[src/rtl/block_interleaver.sv]
// Ping-pong row/column block interleaver and deinterleaver with valid/ready on both sides.
// One bank fills while the other drains; the permutation comes from the stepping of the address counters.
module block_interleaver #(
  parameter int unsigned DATA_W = 8,
  parameter int unsigned ROWS   = 5,
  parameter int unsigned COLS   = 8
) (
  input  logic              clk_p_i,
  input  logic              reset_i,
  input  logic              mode_i,
  input  logic              in_valid_i,
  output logic              in_ready_o,
  input  logic [DATA_W-1:0] in_data_i,
  output logic              out_valid_o,
  input  logic              out_ready_i,
  output logic [DATA_W-1:0] out_data_o,
  output logic              out_first_o,
  output logic              out_last_o
);

  localparam int unsigned K  = ROWS * COLS;
  localparam int unsigned AW = (K > 1) ? $clog2(K) : 1;
  localparam int unsigned RW = (ROWS > 1) ? $clog2(ROWS) : 1;
  localparam int unsigned CW = (COLS > 1) ? $clog2(COLS) : 1;

  typedef enum logic [1:0] {
    BANK_EMPTY,
    BANK_FILLING,
    BANK_FULL,
    BANK_DRAINING
  } bank_state_e;

  logic [DATA_W-1:0] mem [2][K];

  bank_state_e bank_st   [2];
  logic        bank_mode [2];
  logic        wb;
  logic        rb;

  logic [AW-1:0] wr_cnt, wr_addr, rd_cnt, rd_addr;
  logic [RW-1:0] wr_r, rd_r;
  logic [CW-1:0] wr_c, rd_c;

  logic [AW-1:0] wr_cnt_nxt, wr_addr_nxt, rd_cnt_nxt, rd_addr_nxt;
  logic [RW-1:0] wr_r_nxt, rd_r_nxt;
  logic [CW-1:0] wr_c_nxt, rd_c_nxt;

  logic in_fire;
  logic wr_mode;
  logic wr_last;
  logic rd_avail;
  logic rd_colmajor;
  logic rd_last;
  logic out_load;

  assign in_ready_o  = !reset_i && (bank_st[wb] == BANK_EMPTY || bank_st[wb] == BANK_FILLING);
  assign in_fire     = in_valid_i && in_ready_o;
  // Word 0 of a block steers with the live mode; later words use the captured one.
  assign wr_mode     = (bank_st[wb] == BANK_EMPTY) ? mode_i : bank_mode[wb];
  assign wr_last     = (wr_cnt == AW'(K - 1));
  assign rd_avail    = (bank_st[rb] == BANK_FULL) || (bank_st[rb] == BANK_DRAINING);
  assign rd_colmajor = !bank_mode[rb];
  assign rd_last     = (rd_cnt == AW'(K - 1));
  assign out_load    = (!out_valid_o || out_ready_i) && rd_avail;

  // Write address: linear for interleave, column-major scatter for deinterleave.
  always_comb begin
    wr_cnt_nxt  = wr_cnt + AW'(1);
    wr_r_nxt    = wr_r;
    wr_c_nxt    = wr_c;
    wr_addr_nxt = wr_addr + AW'(1);
    if (wr_last) begin
      wr_cnt_nxt  = '0;
      wr_r_nxt    = '0;
      wr_c_nxt    = '0;
      wr_addr_nxt = '0;
    end else if (wr_mode) begin
      if (wr_r == RW'(ROWS - 1)) begin
        wr_r_nxt    = '0;
        wr_c_nxt    = wr_c + CW'(1);
        wr_addr_nxt = AW'(wr_c) + AW'(1);
      end else begin
        wr_r_nxt    = wr_r + RW'(1);
        wr_addr_nxt = wr_addr + AW'(COLS);
      end
    end
  end

  // Read address: column-major gather for interleave, linear for deinterleave.
  always_comb begin
    rd_cnt_nxt  = rd_cnt + AW'(1);
    rd_r_nxt    = rd_r;
    rd_c_nxt    = rd_c;
    rd_addr_nxt = rd_addr + AW'(1);
    if (rd_last) begin
      rd_cnt_nxt  = '0;
      rd_r_nxt    = '0;
      rd_c_nxt    = '0;
      rd_addr_nxt = '0;
    end else if (rd_colmajor) begin
      if (rd_r == RW'(ROWS - 1)) begin
        rd_r_nxt    = '0;
        rd_c_nxt    = rd_c + CW'(1);
        rd_addr_nxt = AW'(rd_c) + AW'(1);
      end else begin
        rd_r_nxt    = rd_r + RW'(1);
        rd_addr_nxt = rd_addr + AW'(COLS);
      end
    end
  end

  // Bank storage carries no reset; bank states decide what is valid.
  always_ff @(posedge clk_p_i) begin
    if (in_fire) begin
      mem[wb][wr_addr] <= in_data_i;
    end
  end

  // Bank state machines, pointers, counters and output register.
  always_ff @(posedge clk_p_i) begin
    if (reset_i) begin
      bank_st[0]   <= BANK_EMPTY;
      bank_st[1]   <= BANK_EMPTY;
      bank_mode[0] <= 1'b0;
      bank_mode[1] <= 1'b0;
      wb           <= 1'b0;
      rb           <= 1'b0;
      wr_cnt       <= '0;
      wr_addr      <= '0;
      wr_r         <= '0;
      wr_c         <= '0;
      rd_cnt       <= '0;
      rd_addr      <= '0;
      rd_r         <= '0;
      rd_c         <= '0;
      out_valid_o  <= 1'b0;
      out_data_o   <= '0;
      out_first_o  <= 1'b0;
      out_last_o   <= 1'b0;
    end else begin
      if (in_fire) begin
        if (bank_st[wb] == BANK_EMPTY) begin
          bank_mode[wb] <= mode_i;
        end
        if (wr_last) begin
          bank_st[wb] <= BANK_FULL;
          wb          <= ~wb;
        end else begin
          bank_st[wb] <= BANK_FILLING;
        end
        wr_cnt  <= wr_cnt_nxt;
        wr_addr <= wr_addr_nxt;
        wr_r    <= wr_r_nxt;
        wr_c    <= wr_c_nxt;
      end

      if (out_load) begin
        out_valid_o <= 1'b1;
        out_data_o  <= mem[rb][rd_addr];
        out_first_o <= (rd_cnt == '0);
        out_last_o  <= rd_last;
        if (rd_last) begin
          bank_st[rb] <= BANK_EMPTY;
          rb          <= ~rb;
        end else begin
          bank_st[rb] <= BANK_DRAINING;
        end
        rd_cnt  <= rd_cnt_nxt;
        rd_addr <= rd_addr_nxt;
        rd_r    <= rd_r_nxt;
        rd_c    <= rd_c_nxt;
      end else if (out_ready_i) begin
        out_valid_o <= 1'b0;
      end
    end
  end

endmodule

[config.mk]
export PLATFORM = sky130hd
export DESIGN_NAME = block_interleaver
export DESIGN_NICKNAME = d
export VERILOG_FILES = /design/src/rtl/block_interleaver.sv
export SDC_FILE = /design/constraint.sdc
export NUM_CORES = 1
export LEC_CHECK = 0
export ABC_CLOCK_PERIOD_IN_PS = 3350
export BUFFER_PORTS_ARGS = -buffer_cell sky130_fd_sc_hd__buf_2
export CORE_MARGIN = 2
export CORE_UTILIZATION = 59
export CTS_CLUSTER_DIAMETER = 150
export CTS_CLUSTER_SIZE = 20
export DETAILED_ROUTE_END_ITERATION = 12
export PLACE_DENSITY = 0.78
export SLEW_MARGIN = 40
export SYNTH_ARGS = -nofsm -noshare
export SYNTH_HDL_FRONTEND = slang
export SYNTH_SLANG_ARGS = --single-unit
export TNS_END_PERCENT = 50
[constraint.sdc]
create_clock -name clk_p_i -period 3.35 [get_ports clk_p_i]
set_input_delay 0.8375 -clock clk_p_i [delete_from_list [all_inputs] [get_ports clk_p_i]]
set_output_delay 0.8375 -clock clk_p_i [all_outputs]
set_load 0.05 [all_outputs]
==> impl_metrics.env <==
export IMPL_grt_pass1_wl_mm=95.4
export IMPL_required_ns=3.88
export IMPL_wl_per_cell_um=28.1
export IMPL_criticalPathCategory="reg2reg"
export IMPL_grt_max_degree=81
export IMPL_cts_repair_resized=0
export IMPL_route_detailed_drc=0
export IMPL_reg2reg_depth=6
export IMPL_ys_ff_latch=697
export IMPL_worstMarginPinSlew_ns=0.863
export IMPL_place_ws_ns=0.305
export IMPL_final_area_um2=30400
export IMPL_ios=25
export IMPL_cts_reportedPaths_clkPinSlew_ns=0.08
export IMPL_num_nets_final=1673
export IMPL_viasPerCell=6.68
export IMPL_synthesis_area_um2=27700
export IMPL_swShare_pct=22.5
export IMPL_placed_area_um2=29200
export IMPL_worstReg2RegStart="rd_addr[2]$_SDFFE_PP0P_"
export IMPL_grt_pass1_vias=14973
export IMPL_synthCells=1542
export IMPL_intPower_mw=12.1
export IMPL_setup_viol=0
export IMPL_cts_root_buf="clkbuf_16"
export IMPL_drt_iter0_markers=2274
export IMPL_synth_top_area_share_pct=70.1
export IMPL_die_h_um=221
export IMPL_max_freq_mhz=335
export IMPL_pwr_share_comb_pct=6.7
export IMPL_wirelength_mm=64.1
export IMPL_worstHoldPathType="reg2reg"
export IMPL_status="complete, no violations"
export IMPL_yosys_area_top_type="edfxtp_1"
export IMPL_synth_flop_cell="edfxtp_1"
export IMPL_crit_start="rd_addr[2]$_SDFFE_PP0P_"
export IMPL_clk_path_buf_depth=3
export IMPL_fill_cells=3035
export IMPL_start_util_pct=59.6
export IMPL_path_max_fanout=14
export IMPL_vias=15216
export IMPL_setup_slack_ns=0.365
export IMPL_firstDrtPassIters=6
export IMPL_dieWidth_um=221
export IMPL_hpwl_mm=40.8
export IMPL_drv_cap=0
export IMPL_yosysUniqueCellTypes=63
export IMPL_reg2reg_to="out_data_o[6]$_SDFFE_PP0P_"
export IMPL_tritoncts="built"
export IMPL_fin_crit_sh_pct=89.1
export IMPL_worstHoldStart="out_first_o$_SDFFE_PP0P_"
export IMPL_yosys_top_cells_area="edfxtp_1 70%, mux4_2 10%, dfxtp_1 3.7%, mux2i_1 3.5%, nor2_1 2.0%"
export IMPL_reg2reg_slack_ns=0.36
export IMPL_crit_arrival_ns=3.52
export IMPL_power_frac_clock_pct=31.5
export IMPL_synth_warnings=0
export IMPL_antenna_found_initial=0
export IMPL_startpoint_type="flop"
export IMPL_vdd_ir_drop_max_mv=0.414
export IMPL_p_switching_mw=3.51
export IMPL_syn2layout_area_growth_pct=9.65
export IMPL_hold_end="out_first_o$_SDFFE_PP0P_"
export IMPL_syn_area_per_cell_um2=18.0
export IMPL_cts_sinks=697
export IMPL_fp_dieArea_um2=48700
export IMPL_synth_seq_area_share_pct=73.7
export IMPL_cts_buffers=40
export IMPL_synthArstFlopShare_pct=0
export IMPL_diodes=0
export IMPL_seq_power_share_pct=61.8
export IMPL_place_gp_congestion=0.903
export IMPL_h_tree_depth=2
export IMPL_grt_overflow_total=0
export IMPL_hold_violations=0
export IMPL_end_kind="flop"
export IMPL_post_cts_buffers=0
export IMPL_hold_depth=2
export IMPL_syn_num_nets=1568
export IMPL_clkLatencyLatePin_ns=0.60
export IMPL_core_area_um2=46500
export IMPL_rows=79
export IMPL_powerDensity_nw_per_um2=515
export IMPL_numPortBuffers=24
export IMPL_period_needed_ns=2.99
export IMPL_drive_gt1_share_pct=19.7
export IMPL_slew_headroom_pct=42.4
export IMPL_p_leak_nw=9.36
export IMPL_maxSlewViolCount=0
export IMPL_setup_tns_ns=0
export IMPL_antenna_left=0
export IMPL_grt_setup_unrepaired="no"
export IMPL_synth_edf_count=646
export IMPL_grt_usage_pct=26.9
export IMPL_holdBufCountCts=0
export IMPL_fin_worst_skew_ns=0.0329
==> power groups by stage <==
stage                     registers (mW)  clock network (mW)  logic, mW
after floorplan                     9.90                   0      0.486
after CTS                           9.66                4.96       1.03
after global routing                9.67                5.27       1.10
after detailed placement            9.86                   0       1.02
final                               9.66                4.92       1.04
after global placement              9.86                   0      0.997
==> sequential cells by signal, indices dropped and copies added, names as in the netlist, named ones only <==
| name | cells |
|---|---|
| bank_mode | 2 |
| wr_r | 3 |
| rd_cnt | 6 |
| wr_addr | 6 |
| wb | 1 |
| rd_r | 3 |
| rd_addr | 6 |
| rd_c | 3 |
| out_data_o | 8 |
| out_valid_o | 1 |
| rb | 1 |
| out_first_o | 1 |
| wr_cnt | 6 |
| mem | 640 |
| bank_st | 4 |
| wr_c | 3 |
| out_last_o | 1 |
==> worst max path at each step <==
stage / to / slack (ns) / cells after the start
detailed placement: mem[1][104]$_DFFE_PP_ / 0.30 / 8
global route: out_data_o[6]$_SDFFE_PP0P_ / 0.38 / 6
CTS: out_data_o[6]$_SDFFE_PP0P_ / 0.48 / 6
floorplan: mem[0][100]$_DFFE_PP_ / 0.69 / 6
finish: out_data_o[6]$_SDFFE_PP0P_ / 0.36 / 6
global placement: mem[1][300]$_DFFE_PP_ / 0.44 / 8
==> cell families after synthesis <==
| group | synth area share, % |
|---|---|
| adders and majority gates | 0.587 |
| buffers and inverters | 1.63 |
| xor gates and xnor gates | 0.348 |
| DFF | 73.7 |
| AOI/OAI and AO/OA | 5.22 |
| and+or+nand+nor | 4.63 |
| muxes | 13.8 |
==> cell usage in the layout, fill, tap and decap left out, types with 3 or more instances in the layout <==
master,netlist,routed
o211ai_1,4,4
a31oi_1,6,6
a21oi_1,46,46
a221oi_1,3,3
buf_12,0,11
o221ai_1,19,19
buf_2,10,19
o21ai_0,48,48
buf_4,17,115
a21o_1,5,5
nor2_1,148,147
dfxtp_1,51,48
xor2_1,11,11
a211oi_1,11,11
dfxtp_4,0,3
o22ai_1,18,18
a32oi_1,5,5
a2111oi_0,8,8
o311ai_0,3,3
edfxtp_1,646,646
and3_1,5,5
nand2_1,50,50
mux2i_1,98,98
inv_1,10,10
nand3b_1,7,7
clkbuf_16,0,40
a311oi_1,5,5
nand4b_1,4,4
clkbuf_1,43,23
nand4_1,10,10
nand3_1,27,27
ha_1,13,13
a22o_1,7,7
mux4_2,126,126
nor3_1,12,12
nor2b_1,6,5
a22oi_1,13,13
==> Yosys cell counts, drive strengths merged (18+ instances only) <==
master and number:
buf 40, o21ai 48, mux4 126, nand2 50
a21oi 47, dfxtp 51, mux2i 98, edfxtp 646
o22ai 18, nand3 27, nor2 149, o221ai 19
clkbuf 43
==> critical path, stage by stage (launching register included) <==
cell	delay (ns)
dfxtp_1	0.89
nor2b_2	0.65
buf_4	0.27
buf_4	0.17
a22oi_1	0.11
a2111oi_0	0.64
a311o_1	0.20
==> metrics by stage <==
step	utilization [%]	power [mW]	hold WS, ns	instances
3_5_place_dp	62.9	10.9	0.450	2212
5_1_grt	65.4	16.0	0.488	2278
3_3_place_gp	62.9	10.9	0.437	2212
4_1_cts	65.3	15.6	0.463	2278
6_report	65.4	15.6	0.457	2278
2_1_floorplan	-	10.4	0.449	1542
==> layer usage <==
layer / global-route usage, % / up-vias / share of wire (%)
li1: - / 6441 / -
met1: 38.5 / 7761 / 39
met2: 42.2 / 880 / 48
met3: 4.92 / 134 / 10
met4: 9.89 / 0 / 3.7
met5: 0 / - / 0
==> cell type report <==
class | instances | area (um^2) | area share [%]
multi-input cells | 751 | 6820 | 22.5
inverters | 11 | 41.3 | 0.136
clock inverters | 3 | 30.0 | 0.0989
repair buffers | 146 | 1190 | 3.92
clock buffers | 63 | 1090 | 3.58
well taps | 607 | 759 | 2.50
flip-flops and latches | 697 | 20400 | 67.3
Note: power is estimated with default switching activity, not from simulation.
